--- src/rtl/fifo_pkg.sv ---
// Shared FIFO pointer helpers: default address width and Gray/binary conversions.
// Helpers work on a 32-bit container; callers zero-extend in and truncate out.
package fifo_pkg;

  localparam int ADDR_W_DEF = 4;
  localparam int PTR_MAX_W  = 32;

  typedef logic [PTR_MAX_W-1:0] ptr_wide_t;

  function automatic ptr_wide_t bin2gray(input ptr_wide_t b);
    return b ^ (b >> 1);
  endfunction

  function automatic ptr_wide_t gray2bin(input ptr_wide_t g);
    ptr_wide_t b;
    b = g;
    for (int i = 1; i < PTR_MAX_W; i++) begin
      b = b ^ (g >> i);
    end
    return b;
  endfunction

endpackage

--- src/rtl/fifo_rptr_empty_p_if.sv ---
// Read-side FIFO pointer bundle: requests from the reader, pointer/flags back from the block.
interface fifo_rptr_empty_p_if
  import fifo_pkg::*;
#(
  parameter int ADDR_W = ADDR_W_DEF
);
  logic              rinc;
  logic [ADDR_W:0]   rq2_wptr;
  logic              ruf_clr;
  logic [ADDR_W-1:0] raddr;
  logic [ADDR_W:0]   rptr;
  logic              rempty;
  logic              raempty;
  logic [ADDR_W:0]   rlevel;
  logic              runderflow;

  modport master (
    output rinc, rq2_wptr, ruf_clr,
    input  raddr, rptr, rempty, raempty, rlevel, runderflow
  );

  modport slave (
    input  rinc, rq2_wptr, ruf_clr,
    output raddr, rptr, rempty, raempty, rlevel, runderflow
  );
endinterface

--- src/rtl/fifo_gray2bin.sv ---
// Gray-to-binary converter of parametrised width, used for the synchronised write pointer.
module fifo_gray2bin
  import fifo_pkg::*;
#(
  parameter int W = ADDR_W_DEF + 1
) (
  input  logic [W-1:0] i_gray,
  output logic [W-1:0] o_bin
);
  assign o_bin = W'(gray2bin(ptr_wide_t'(i_gray)));
endmodule

--- src/rtl/fifo_rptr_empty_p.sv ---
// FIFO read pointer, empty/almost-empty flags and sticky underflow for the read clock domain.
// Optional macro FIFO_RLEVEL_EN adds the fill-level and almost-empty computation.
module fifo_rptr_empty_p
  import fifo_pkg::*;
#(
  parameter int ADDR_W    = ADDR_W_DEF,
  parameter int AEMPTY_TH = 2
) (
  input  logic               rclk,
  input  logic               rrst_n,
  fifo_rptr_empty_p_if.slave bus
);
  logic [ADDR_W:0] r_rbin;
  logic [ADDR_W:0] r_rptr;
  logic            r_rempty;
  logic            r_raempty;
  logic [ADDR_W:0] r_rlevel;
  logic            r_runderflow;

  logic [ADDR_W:0] w_rbin_next;
  logic [ADDR_W:0] w_rgray_next;
  logic            w_rempty_next;
  logic            w_runderflow_next;
  logic [ADDR_W:0] w_rlevel_next;
  logic            w_raempty_next;

  // A pop only advances the counter while the registered flag says data is present.
  assign w_rbin_next   = r_rbin + {{ADDR_W{1'b0}}, (bus.rinc & ~r_rempty)};
  assign w_rgray_next  = (ADDR_W+1)'(bin2gray(ptr_wide_t'(w_rbin_next)));
  assign w_rempty_next = (w_rgray_next == bus.rq2_wptr);

`ifdef FIFO_RLEVEL_EN
  localparam logic [ADDR_W:0] AEMPTY_TH_W = (ADDR_W+1)'(AEMPTY_TH);
  logic [ADDR_W:0] w_wbin;

  fifo_gray2bin #(
    .W (ADDR_W + 1)
  ) u_wptr_g2b (
    .i_gray (bus.rq2_wptr),
    .o_bin  (w_wbin)
  );

  assign w_rlevel_next  = w_wbin - w_rbin_next;
  assign w_raempty_next = (w_rlevel_next <= AEMPTY_TH_W);
`else
  assign w_rlevel_next  = {(ADDR_W+1){1'b0}};
  assign w_raempty_next = w_rempty_next;
`endif

  // Underflow is sticky; a new violation wins over a simultaneous clear.
  always_comb begin
    w_runderflow_next = r_runderflow;
    if (bus.rinc && r_rempty) begin
      w_runderflow_next = 1'b1;
    end else if (bus.ruf_clr) begin
      w_runderflow_next = 1'b0;
    end else begin
      w_runderflow_next = r_runderflow;
    end
  end

  // Read-side state register: counter, Gray pointer, flags and level move together.
  always_ff @(posedge rclk or negedge rrst_n) begin
    if (!rrst_n) begin
      r_rbin       <= {(ADDR_W+1){1'b0}};
      r_rptr       <= {(ADDR_W+1){1'b0}};
      r_rempty     <= 1'b1;
      r_raempty    <= 1'b1;
      r_rlevel     <= {(ADDR_W+1){1'b0}};
      r_runderflow <= 1'b0;
    end else begin
      r_rbin       <= w_rbin_next;
      r_rptr       <= w_rgray_next;
      r_rempty     <= w_rempty_next;
      r_raempty    <= w_raempty_next;
      r_rlevel     <= w_rlevel_next;
      r_runderflow <= w_runderflow_next;
    end
  end

  assign bus.raddr      = r_rbin[ADDR_W-1:0];
  assign bus.rptr       = r_rptr;
  assign bus.rempty     = r_rempty;
  assign bus.raempty    = r_raempty;
  assign bus.rlevel     = r_rlevel;
  assign bus.runderflow = r_runderflow;
endmodule

--- src/flat_wrapper.sv ---
// flat-port wrapper written by rule: the top's interface ports become plain ports
module fifo_rptr_empty_p_flat import fifo_pkg::*;
#(
  parameter int ADDR_W    = ADDR_W_DEF,
  parameter int AEMPTY_TH = 2
)
  (rclk, rrst_n, bus_rinc, bus_rq2_wptr, bus_ruf_clr, bus_raddr, bus_rptr, bus_rempty, bus_raempty, bus_rlevel, bus_runderflow);
  fifo_rptr_empty_p_if #(.ADDR_W(ADDR_W)) bus_i ();
  input  logic rclk;
  input  logic rrst_n;
  input wire logic [$bits(bus_i.rinc)-1:0] bus_rinc;
  input wire logic [$bits(bus_i.rq2_wptr)-1:0] bus_rq2_wptr;
  input wire logic [$bits(bus_i.ruf_clr)-1:0] bus_ruf_clr;
  output wire logic [$bits(bus_i.raddr)-1:0] bus_raddr;
  output wire logic [$bits(bus_i.rptr)-1:0] bus_rptr;
  output wire logic [$bits(bus_i.rempty)-1:0] bus_rempty;
  output wire logic [$bits(bus_i.raempty)-1:0] bus_raempty;
  output wire logic [$bits(bus_i.rlevel)-1:0] bus_rlevel;
  output wire logic [$bits(bus_i.runderflow)-1:0] bus_runderflow;
  assign bus_i.rinc = bus_rinc;
  assign bus_i.rq2_wptr = bus_rq2_wptr;
  assign bus_i.ruf_clr = bus_ruf_clr;
  assign bus_raddr = bus_i.raddr;
  assign bus_rptr = bus_i.rptr;
  assign bus_rempty = bus_i.rempty;
  assign bus_raempty = bus_i.raempty;
  assign bus_rlevel = bus_i.rlevel;
  assign bus_runderflow = bus_i.runderflow;
  fifo_rptr_empty_p #(.ADDR_W(ADDR_W), .AEMPTY_TH(AEMPTY_TH)) u_core (.rclk(rclk), .rrst_n(rrst_n), .bus(bus_i));
endmodule
--- config.mk ---
export PLATFORM = sky130hd
export DESIGN_NAME = fifo_rptr_empty_p_flat
export DESIGN_NICKNAME = d
export VERILOG_FILES = /design/src/rtl/fifo_pkg.sv /design/src/rtl/fifo_rptr_empty_p_if.sv /design/src/rtl/fifo_gray2bin.sv /design/src/rtl/fifo_rptr_empty_p.sv /design/src/flat_wrapper.sv
export SDC_FILE = /design/constraint.sdc
export NUM_CORES = 1
export LEC_CHECK = 0
export CORE_MARGIN = 2
export CORE_UTILIZATION = 30
export DETAILED_ROUTE_END_ITERATION = 6
export DONT_BUFFER_PORTS = 1
export GPL_TIMING_DRIVEN = 0
export PLACE_DENSITY_LB_ADDON = 0.12
export SYNTH_ARGS = -nofsm -noshare
export SYNTH_HDL_FRONTEND = slang
export SYNTH_HIERARCHICAL = 1
export SYNTH_SLANG_ARGS = --single-unit
--- constraint.sdc ---
create_clock -name rclk -period 2.67 [get_ports rclk]
set_clock_uncertainty 0.2 [all_clocks]
set_input_delay 0.534 -clock rclk [delete_from_list [all_inputs] [get_ports rclk]]
set_output_delay 0.534 -clock rclk [all_outputs]
set_load 0.02 [all_outputs]
==> flow_results.xml, run 1 <==
<?xml version="1.0" encoding="UTF-8"?>
<metrics>
  <group name="cts">
    <metric name="tritoncts_clock_tree" unit="">yes</metric>
    <metric name="h-tree-depth" unit="">1</metric>
    <metric name="clock-sinks" unit="">11</metric>
    <metric name="clk_path_buf_depth" unit="">2</metric>
    <metric name="path_clk_slew" unit="ns">0.06</metric>
    <metric name="clockRootBuffer" unit="">sky130_fd_sc_hd__clkbuf_4</metric>
    <metric name="post_cts_resized" unit="">0</metric>
    <metric name="clk_latency" unit="ns">0.27</metric>
    <metric name="tritoncts.num_buffers" unit="">3</metric>
  </group>
  <group name="pwr">
    <metric name="power.density" unit="nW/um^2">1413</metric>
    <metric name="combinationalPowerShare" unit="">0.396</metric>
    <metric name="net-switching-power" unit="uW">415.2</metric>
    <metric name="clockPowerShare" unit="">0.122</metric>
    <metric name="p_total" unit="uW">910.4</metric>
    <metric name="worst_supply_voltage_drop_on_vdd" unit="uV">531.1</metric>
    <metric name="switching_share" unit="">0.4561</metric>
    <metric name="share_seq_of_total_power" unit="">0.482</metric>
    <metric name="p_int" unit="uW">495.2</metric>
    <metric name="p_leak" unit="nW">0.2938</metric>
  </group>
  <group name="routing">
    <metric name="routed_via_density" unit="">4.012</metric>
    <metric name="wirelength" unit="microns">894</metric>
    <metric name="detailedRoute.firstIterationViolations" unit="">2</metric>
    <metric name="vias" unit="">329</metric>
    <metric name="drtAntennaViolNets" unit="">0</metric>
    <metric name="drcViolationCount" unit="">0</metric>
    <metric name="first_pass_iters" unit="">2</metric>
    <metric name="per_cell_routed_wire_length" unit="microns">10.90</metric>
  </group>
  <group name="place">
    <metric name="port_buffers" unit="">0</metric>
    <metric name="place.detailed.hpwl" unit="microns">699.9</metric>
    <metric name="placed_cells" unit="">77</metric>
    <metric name="placed_area" unit="sq um">608.1</metric>
    <metric name="preCtsSetupSlack" unit="ns">0.2237</metric>
    <metric name="gp_congestion" unit="">0.6931</metric>
  </group>
  <group name="critical_path">
    <metric name="path_depth" unit="">7</metric>
    <metric name="crit_path_max_fanout" unit="">5</metric>
    <metric name="most_common_cell_on_crit_path" unit="">sky130_fd_sc_hd__ha_1</metric>
    <metric name="r2r_setup_slack" unit="ns">0.28</metric>
    <metric name="worst_path_required" unit="ns">2.63</metric>
    <metric name="timing.critical_path.cells" unit="">nor2b_1 -&gt; ha_1 -&gt; ha_1 -&gt; xor2_1 -&gt; xnor2_1 -&gt; mux2i_1 -&gt; nor4_1</metric>
    <metric name="critPathCaptureType" unit="">flop</metric>
    <metric name="r2r_end" unit="">u_core/bus.raempty</metric>
    <metric name="critical-path-slowest-cell" unit="">sky130_fd_sc_hd__dfstp_2</metric>
    <metric name="critPathCapture" unit="">u_core/bus.raempty</metric>
    <metric name="arrival" unit="ns">2.35</metric>
    <metric name="critPathLaunch" unit="">u_core/bus.raempty</metric>
    <metric name="timing.critical_path.buf_inv" unit="">0</metric>
    <metric name="worst_path_largest_cell_delay" unit="ns">0.61</metric>
    <metric name="timing.reg2reg.worst_path_depth" unit="">7</metric>
    <metric name="path_delay_family" unit="">flip-flops</metric>
    <metric name="critical_path_class" unit="">reg2reg</metric>
    <metric name="r2r_start" unit="">u_core/bus.raempty</metric>
    <metric name="nature_of_the_critical_path_startpoint" unit="">flop</metric>
  </group>
  <group name="worst_hold_path">
    <metric name="holdPathStages" unit="">1</metric>
    <metric name="hold_class" unit="">in2reg</metric>
  </group>
  <group name="timing">
    <metric name="post-route-period-util" unit="">0.8938</metric>
    <metric name="setup_viol" unit="">0</metric>
    <metric name="timing.hold.ws" unit="ns">0.1844</metric>
    <metric name="period_minus_slack" unit="ns">2.386</metric>
    <metric name="rsz_0062_raised_after_global_routing" unit="">no</metric>
    <metric name="slew_headroom" unit="">0.6625</metric>
    <metric name="hold_violations" unit="">0</metric>
    <metric name="drv_slew" unit="">0</metric>
    <metric name="setup-tns-final" unit="ns">0</metric>
    <metric name="layout_setup_ws" unit="ns">0.2836</metric>
    <metric name="achievable-frequency" unit="MHz">419.0</metric>
    <metric name="worst_slew_pin_slew" unit="ns">0.5046</metric>
  </group>
  <group name="logic_synthesis">
    <metric name="yosys.area.top_type" unit="">sky130_fd_sc_hd__dfrtp_1</metric>
    <metric name="yosysWarningCount" unit="">6</metric>
    <metric name="synth_area_leaders" unit="">sky130_fd_sc_hd__dfrtp_1, sky130_fd_sc_hd__xor2_1, sky130_fd_sc_hd__xnor2_1</metric>
    <metric name="synth_seq_cells" unit="">11</metric>
    <metric name="muxShareOfSynthArea" unit="">0.01782</metric>
    <metric name="synth-compound-area-share" unit="">0.05345</metric>
    <metric name="count_of_different_cell_masters_after_synthesis" unit="">21</metric>
    <metric name="synthesized_area" unit="sq um">561.8</metric>
    <metric name="synth_cells" unit="">48</metric>
    <metric name="synth_top_area_share" unit="">0.4454</metric>
    <metric name="post_synth_xor_area_fraction" unit="">0.2183</metric>
    <metric name="synth_adder_area_share" unit="">0.04454</metric>
    <metric name="largest_family_of_logic_cells_by_synthesized_area" unit="">XOR/XNOR gates</metric>
    <metric name="synth-simple-area-share" unit="">0.08018</metric>
    <metric name="synth-seq-area-share" unit="">0.4922</metric>
    <metric name="avgSynthCellArea" unit="sq um">11.70</metric>
  </group>
  <group name="grt">
    <metric name="track_usage" unit="">0.09554</metric>
    <metric name="gr-total-overflow" unit="">0</metric>
    <metric name="global_route_wire_length_before_repair" unit="mm">1.366</metric>
    <metric name="grt_pass1_vias" unit="">317</metric>
    <metric name="initial_antenna_violation_count" unit="">0</metric>
    <metric name="grt_start_max_net_pins" unit="">12</metric>
  </group>
  <group name="run">
    <metric name="max_cap_viol_count" unit="">0</metric>
  </group>
  <group name="die">
    <metric name="floorplan.io_pins" unit="">26</metric>
    <metric name="area_of_the_die" unit="sq um">2235</metric>
    <metric name="die_y" unit="microns">47.28</metric>
    <metric name="rows" unit="">15</metric>
    <metric name="fp.coreArea" unit="sq um">1745</metric>
    <metric name="start_util" unit="">0.3219</metric>
    <metric name="die_x" unit="microns">47.28</metric>
  </group>
  <group name="status">
    <metric name="outcome" unit="">finished, final reports clean</metric>
  </group>
  <group name="cells_and_area">
    <metric name="antenna-diode-count" unit="">0</metric>
    <metric name="post-route-util" unit="">0.3692</metric>
    <metric name="final_net_count" unit="">69</metric>
    <metric name="layout_cells_sized_above_1" unit="">0.2105</metric>
    <metric name="design_area" unit="sq um">644.4</metric>
    <metric name="syn2layout_area_growth" unit="%">14.70</metric>
    <metric name="finalNonFillerCells" unit="">82</metric>
  </group>
</metrics>
-- logic make-up after synthesis --
group,count (synthesis)
mux,1
simple gates,8
xor+xnor,14
compound gates,4
fa+ha+maj,2
other cells,1
flops,11
buf+inv,7
-- what timing repair did --
item | 4_1_cts | 5_1_grt
hold buffers | 1 | 0
endpoints found under the hold margin | 11 | 0
buffers inserted | 0 | 0
-- how the worst min path moves through the flow --
stage	startpoint	end	slack [ns]
global route	bus_ruf_clr	u_core/bus.runderflow	0.17
CTS	bus_ruf_clr	u_core/bus.runderflow	0.18
floorplan	rrst_n	u_core/bus.rptr[0]	0.04
global placement	rrst_n	u_core/bus.rptr[0]	0.04
detailed placement	rrst_n	u_core/bus.rptr[0]	0.04
finish	bus_ruf_clr	u_core/bus.runderflow	0.18
-- metal layers --
layer  up-vias  wire length, microns  global-route usage
met5         -                     0                   0
met4         0                     0             0.03333
met3         0                   123             0.07308
met2        17                   401              0.1243
met1       148                   369              0.1194
li1        164                     -                   -
-- power groups by stage --
stage	Clock, mW	Combinational, mW	Sequential, mW
final	0.111	0.361	0.439
after global placement	0	0.363	0.443
after detailed placement	0	0.361	0.446
after CTS	0.117	0.368	0.441
after floorplan	0	0.318	0.425
after global routing	0.127	0.410	0.455
-- synthesized netlist by cell type --
cell                        n
sky130_fd_sc_hd__nor4_1     1
sky130_fd_sc_hd__o21ai_0    1
sky130_fd_sc_hd__nand3_1    1
sky130_fd_sc_hd__xnor2_1    6
sky130_fd_sc_hd__nand4_1    1
sky130_fd_sc_hd__buf_4      6
sky130_fd_sc_hd__a21boi_2   1
sky130_fd_sc_hd__conb_1     1
sky130_fd_sc_hd__o22ai_1    1
sky130_fd_sc_hd__xor2_1     8
sky130_fd_sc_hd__and2_1     1
sky130_fd_sc_hd__inv_1      1
sky130_fd_sc_hd__ha_1       2
sky130_fd_sc_hd__dfrtp_1   10
sky130_fd_sc_hd__and3_2     1
sky130_fd_sc_hd__nor2_1     1
sky130_fd_sc_hd__a21boi_0   1
sky130_fd_sc_hd__dfstp_2    1
sky130_fd_sc_hd__nor2b_1    1
sky130_fd_sc_hd__nand2_1    1
sky130_fd_sc_hd__mux2i_1    1
-- cell type report --
type / count / area (sq um)
inverters: 1 / 3.754
plain buffers: 6 / 45.04
fillers: 182 / 1101
well taps: 25 / 31.28
flip-flops and latches: 11 / 276.5
clock buffers: 4 / 26.28
repair buffers: 1 / 10.01
multi-input cells: 34 / 251.5
-- cell usage in the layout, fill, tap and decap left out, types with 2 or more instances in the layout --
cell	netlist	final
sky130_fd_sc_hd__dfrtp_1	10	10
sky130_fd_sc_hd__xor2_1	8	8
sky130_fd_sc_hd__xnor2_1	6	6
sky130_fd_sc_hd__buf_4	6	6
sky130_fd_sc_hd__conb_1	1	5
sky130_fd_sc_hd__clkbuf_4	0	3
sky130_fd_sc_hd__ha_1	2	2
-- flip-flops by register name, indices dropped and copies added (netlist names) --
name	cells
u_core/r_rbin	5
u_core/bus.rptr	4
u_core/bus.raempty	1
u_core/bus.runderflow	1
Power figures use the tool's default switching activity.
==> run 2: changes to the inputs <==
--- a/config.mk
+++ b/config.mk
@@ -10,6 +10,7 @@
 export DETAILED_ROUTE_END_ITERATION = 6
 export DONT_BUFFER_PORTS = 1
 export GPL_TIMING_DRIVEN = 0
+export MAX_ROUTING_LAYER = met4
 export PLACE_DENSITY_LB_ADDON = 0.12
 export SYNTH_ARGS = -nofsm -noshare
 export SYNTH_HDL_FRONTEND = slang
==> results of run 2 <==
Same layout as run 1: the final DEF is identical, and so are final timing and power.
Among the figures that moved: final weighted congestion in routability-driven placement 0.6931 -> 0.7005; overall routing resource usage 0.09554 -> 0.09863
==> run 3: changes to the inputs <==
--- a/config.mk
+++ b/config.mk
@@ -5,11 +5,12 @@
 export SDC_FILE = /design/constraint.sdc
 export NUM_CORES = 1
 export LEC_CHECK = 0
+export CELL_PAD_IN_SITES_DETAIL_PLACEMENT = 1
+export CELL_PAD_IN_SITES_GLOBAL_PLACEMENT = 1
 export CORE_MARGIN = 2
-export CORE_UTILIZATION = 30
+export CORE_UTILIZATION = 29
 export DETAILED_ROUTE_END_ITERATION = 6
-export DONT_BUFFER_PORTS = 1
-export GPL_TIMING_DRIVEN = 0
+export GPL_TIMING_DRIVEN = 1
 export MAX_ROUTING_LAYER = met4
 export PLACE_DENSITY_LB_ADDON = 0.12
 export SYNTH_ARGS = -nofsm -noshare
==> flow_results.xml, run 3 (synthesis gave the netlist of run 1 again) <==
<?xml version="1.0" encoding="UTF-8"?>
<metrics>
  <group name="cts">
    <metric name="clockRootBuffer" unit="">sky130_fd_sc_hd__clkbuf_4</metric>
    <metric name="post_cts_hold_buffer_count" unit="">0</metric>
    <metric name="h-tree-depth" unit="">1</metric>
    <metric name="cts_setup_buffers" unit="">0</metric>
    <metric name="clk_latency" unit="ns">0.27</metric>
    <metric name="post_cts_resized" unit="">0</metric>
    <metric name="clk_path_buf_depth" unit="">2</metric>
    <metric name="tritoncts.num_buffers" unit="">3</metric>
    <metric name="tritoncts_clock_tree" unit="">yes</metric>
    <metric name="path_clk_slew" unit="ns">0.08</metric>
    <metric name="clock-sinks" unit="">11</metric>
  </group>
  <group name="grt">
    <metric name="track_usage" unit="">0.1224</metric>
    <metric name="grt_pass1_vias" unit="">402</metric>
    <metric name="global_route_wire_length_before_repair" unit="mm">1.766</metric>
    <metric name="grt_start_max_net_pins" unit="">12</metric>
    <metric name="initial_antenna_violation_count" unit="">0</metric>
    <metric name="gr-total-overflow" unit="">0</metric>
  </group>
  <group name="timing">
    <metric name="timing.hold.ws" unit="ns">0.3296</metric>
    <metric name="achievable-frequency" unit="MHz">416.0</metric>
    <metric name="rsz_0062_raised_after_global_routing" unit="">no</metric>
    <metric name="setup_viol" unit="">0</metric>
    <metric name="hold_violations" unit="">0</metric>
    <metric name="drv_slew" unit="">0</metric>
    <metric name="worst_slew_pin_slew" unit="ns">0.4954</metric>
    <metric name="period_minus_slack" unit="ns">2.404</metric>
    <metric name="post-route-period-util" unit="">0.9003</metric>
    <metric name="slew_headroom" unit="">0.6687</metric>
  </group>
  <group name="die">
    <metric name="die_x" unit="microns">48.02</metric>
    <metric name="die_y" unit="microns">48.02</metric>
    <metric name="area_of_the_die" unit="sq um">2305</metric>
    <metric name="floorplan.io_pins" unit="">26</metric>
    <metric name="rows" unit="">15</metric>
    <metric name="start_util" unit="">0.3151</metric>
    <metric name="fp.coreArea" unit="sq um">1783</metric>
  </group>
  <group name="critical_path">
    <metric name="worst_path_largest_cell_delay" unit="ns">0.48</metric>
    <metric name="worst_path_required" unit="ns">2.65</metric>
    <metric name="crit_path_max_fanout" unit="">3</metric>
    <metric name="critical-path-slowest-cell" unit="">sky130_fd_sc_hd__clkdlybuf4s50_1</metric>
    <metric name="critical_path_class" unit="">in2reg</metric>
    <metric name="most_common_cell_on_crit_path" unit="">sky130_fd_sc_hd__ha_1</metric>
    <metric name="critPathCaptureType" unit="">flop</metric>
    <metric name="r2r_setup_slack" unit="ns">0.54</metric>
    <metric name="critPathLaunch" unit="">bus_rinc</metric>
    <metric name="r2r_start" unit="">u_core/bus.raempty</metric>
    <metric name="r2r_end" unit="">u_core/bus.raempty</metric>
    <metric name="arrival" unit="ns">2.39</metric>
    <metric name="timing.critical_path.cells" unit="">clkdlybuf4s50_1 -&gt; nor2b_1 -&gt; ha_1 -&gt; ha_1 -&gt; xor2_1 -&gt; xnor2_1 -&gt; mux2i_1 -&gt; nor4_1</metric>
    <metric name="nature_of_the_critical_path_startpoint" unit="">primary input</metric>
    <metric name="critPathCapture" unit="">u_core/bus.raempty</metric>
    <metric name="timing.reg2reg.worst_path_depth" unit="">7</metric>
  </group>
  <group name="cells_and_area">
    <metric name="post-route-util" unit="">0.4596</metric>
    <metric name="layout_cells_sized_above_1" unit="">0.1351</metric>
    <metric name="largest_register_ffs" unit="">5</metric>
    <metric name="syn2layout_area_growth" unit="%">45.88</metric>
    <metric name="final_net_count" unit="">86</metric>
    <metric name="layout_commonest_cell" unit="">sky130_fd_sc_hd__clkdlybuf4s50_1</metric>
    <metric name="finalNonFillerCells" unit="">99</metric>
    <metric name="commonest_cells_after_routing_fill_and_taps_aside" unit="">sky130_fd_sc_hd__clkdlybuf4s50_1, sky130_fd_sc_hd__dfrtp_1, sky130_fd_sc_hd__xor2_1, sky130_fd_sc_hd__xnor2_1, sky130_fd_sc_hd__conb_1</metric>
    <metric name="antenna-diode-count" unit="">0</metric>
    <metric name="largest-register" unit="">u_core/r_rbin</metric>
    <metric name="design_area" unit="sq um">819.5</metric>
  </group>
  <group name="routing">
    <metric name="vias" unit="">389</metric>
    <metric name="routed_via_density" unit="">3.929</metric>
    <metric name="first_pass_iters" unit="">3</metric>
    <metric name="detailedRoute.firstIterationViolations" unit="">2</metric>
    <metric name="per_cell_routed_wire_length" unit="microns">11.69</metric>
    <metric name="drcViolationCount" unit="">0</metric>
    <metric name="wirelength" unit="mm">1.157</metric>
    <metric name="drtAntennaViolNets" unit="">0</metric>
  </group>
  <group name="place">
    <metric name="placed_cells" unit="">95</metric>
    <metric name="port_buffers" unit="">20</metric>
    <metric name="place.detailed.hpwl" unit="microns">916.8</metric>
    <metric name="gp_congestion" unit="">0.6762</metric>
    <metric name="placed_area" unit="sq um">793.3</metric>
  </group>
  <group name="pwr">
    <metric name="p_leak" unit="nW">0.3534</metric>
    <metric name="power.density" unit="nW/um^2">1382</metric>
    <metric name="p_total" unit="mW">1.133</metric>
    <metric name="worst_supply_voltage_drop_on_vdd" unit="uV">542.2</metric>
  </group>
  <group name="worst_hold_path">
    <metric name="hold_class" unit="">reg2reg</metric>
  </group>
  <group name="run">
    <metric name="max_cap_viol_count" unit="">0</metric>
  </group>
  <group name="status">
    <metric name="outcome" unit="">finished, final reports clean</metric>
  </group>
</metrics>
==> run 3: metrics by stage <==
step,setup slack [ns],TNS (ns)
3_5_place_dp,-0.02238,-0.02238
4_1_cts,0.2570,0
6_report,0.2662,0
3_3_place_gp,-0.02794,-0.02794
2_1_floorplan,0.4936,0
5_1_grt,0.07352,0
==> run 3: layer usage <==
layer / share of wire / global-route usage / vias to the layer above
met5: 0 / - / -
met4: 0.013 / 0.09730 / 0
met3: 0.077 / 0.03774 / 2
met2: 0.44 / 0.1680 / 19
met1: 0.46 / 0.1455 / 172
li1: - / - / 196
==> run 3: power by group <==
part | internal, mW | switching (mW)
combinational | 0.354 | 0.330
sequential | 0.258 | 0.0714
clock | 0.0579 | 0.0615
==> run 3: cell type report <==
| cell class | instances | area (sq um) |
|---|---|---|
| repair buffers | 24 | 230.2 |
| multi-input cells | 34 | 251.5 |
| inverters | 1 | 3.754 |
| well taps | 25 | 31.28 |
| fillers | 201 | 963.4 |
| flip-flops and latches | 11 | 276.5 |
| clock buffers | 4 | 26.28 |
==> run 3: worst min-delay path by stage <==
stage	endpoint	slack [ns]	depth (start not counted)	from
6_report	u_core/bus.runderflow	0.33	2	u_core/bus.runderflow
2_1_floorplan	u_core/bus.rptr[0]	0.04	0	rrst_n
3_3_place_gp	u_core/bus.runderflow	0.31	2	u_core/bus.runderflow
5_1_grt	u_core/bus.runderflow	0.36	2	u_core/bus.runderflow
3_5_place_dp	u_core/bus.runderflow	0.32	2	u_core/bus.runderflow
4_1_cts	u_core/bus.runderflow	0.34	2	u_core/bus.runderflow
==> run 3: worst max-delay path, delay by kind of cell <==
kind,cells,cell delay (ns)
XOR/XNOR,2,0.43
buffers and inverters,1,0.48
adder cells (fa/ha/maj),2,0.41
AND/OR/NAND/NOR,2,0.41
multiplexers,1,0.12
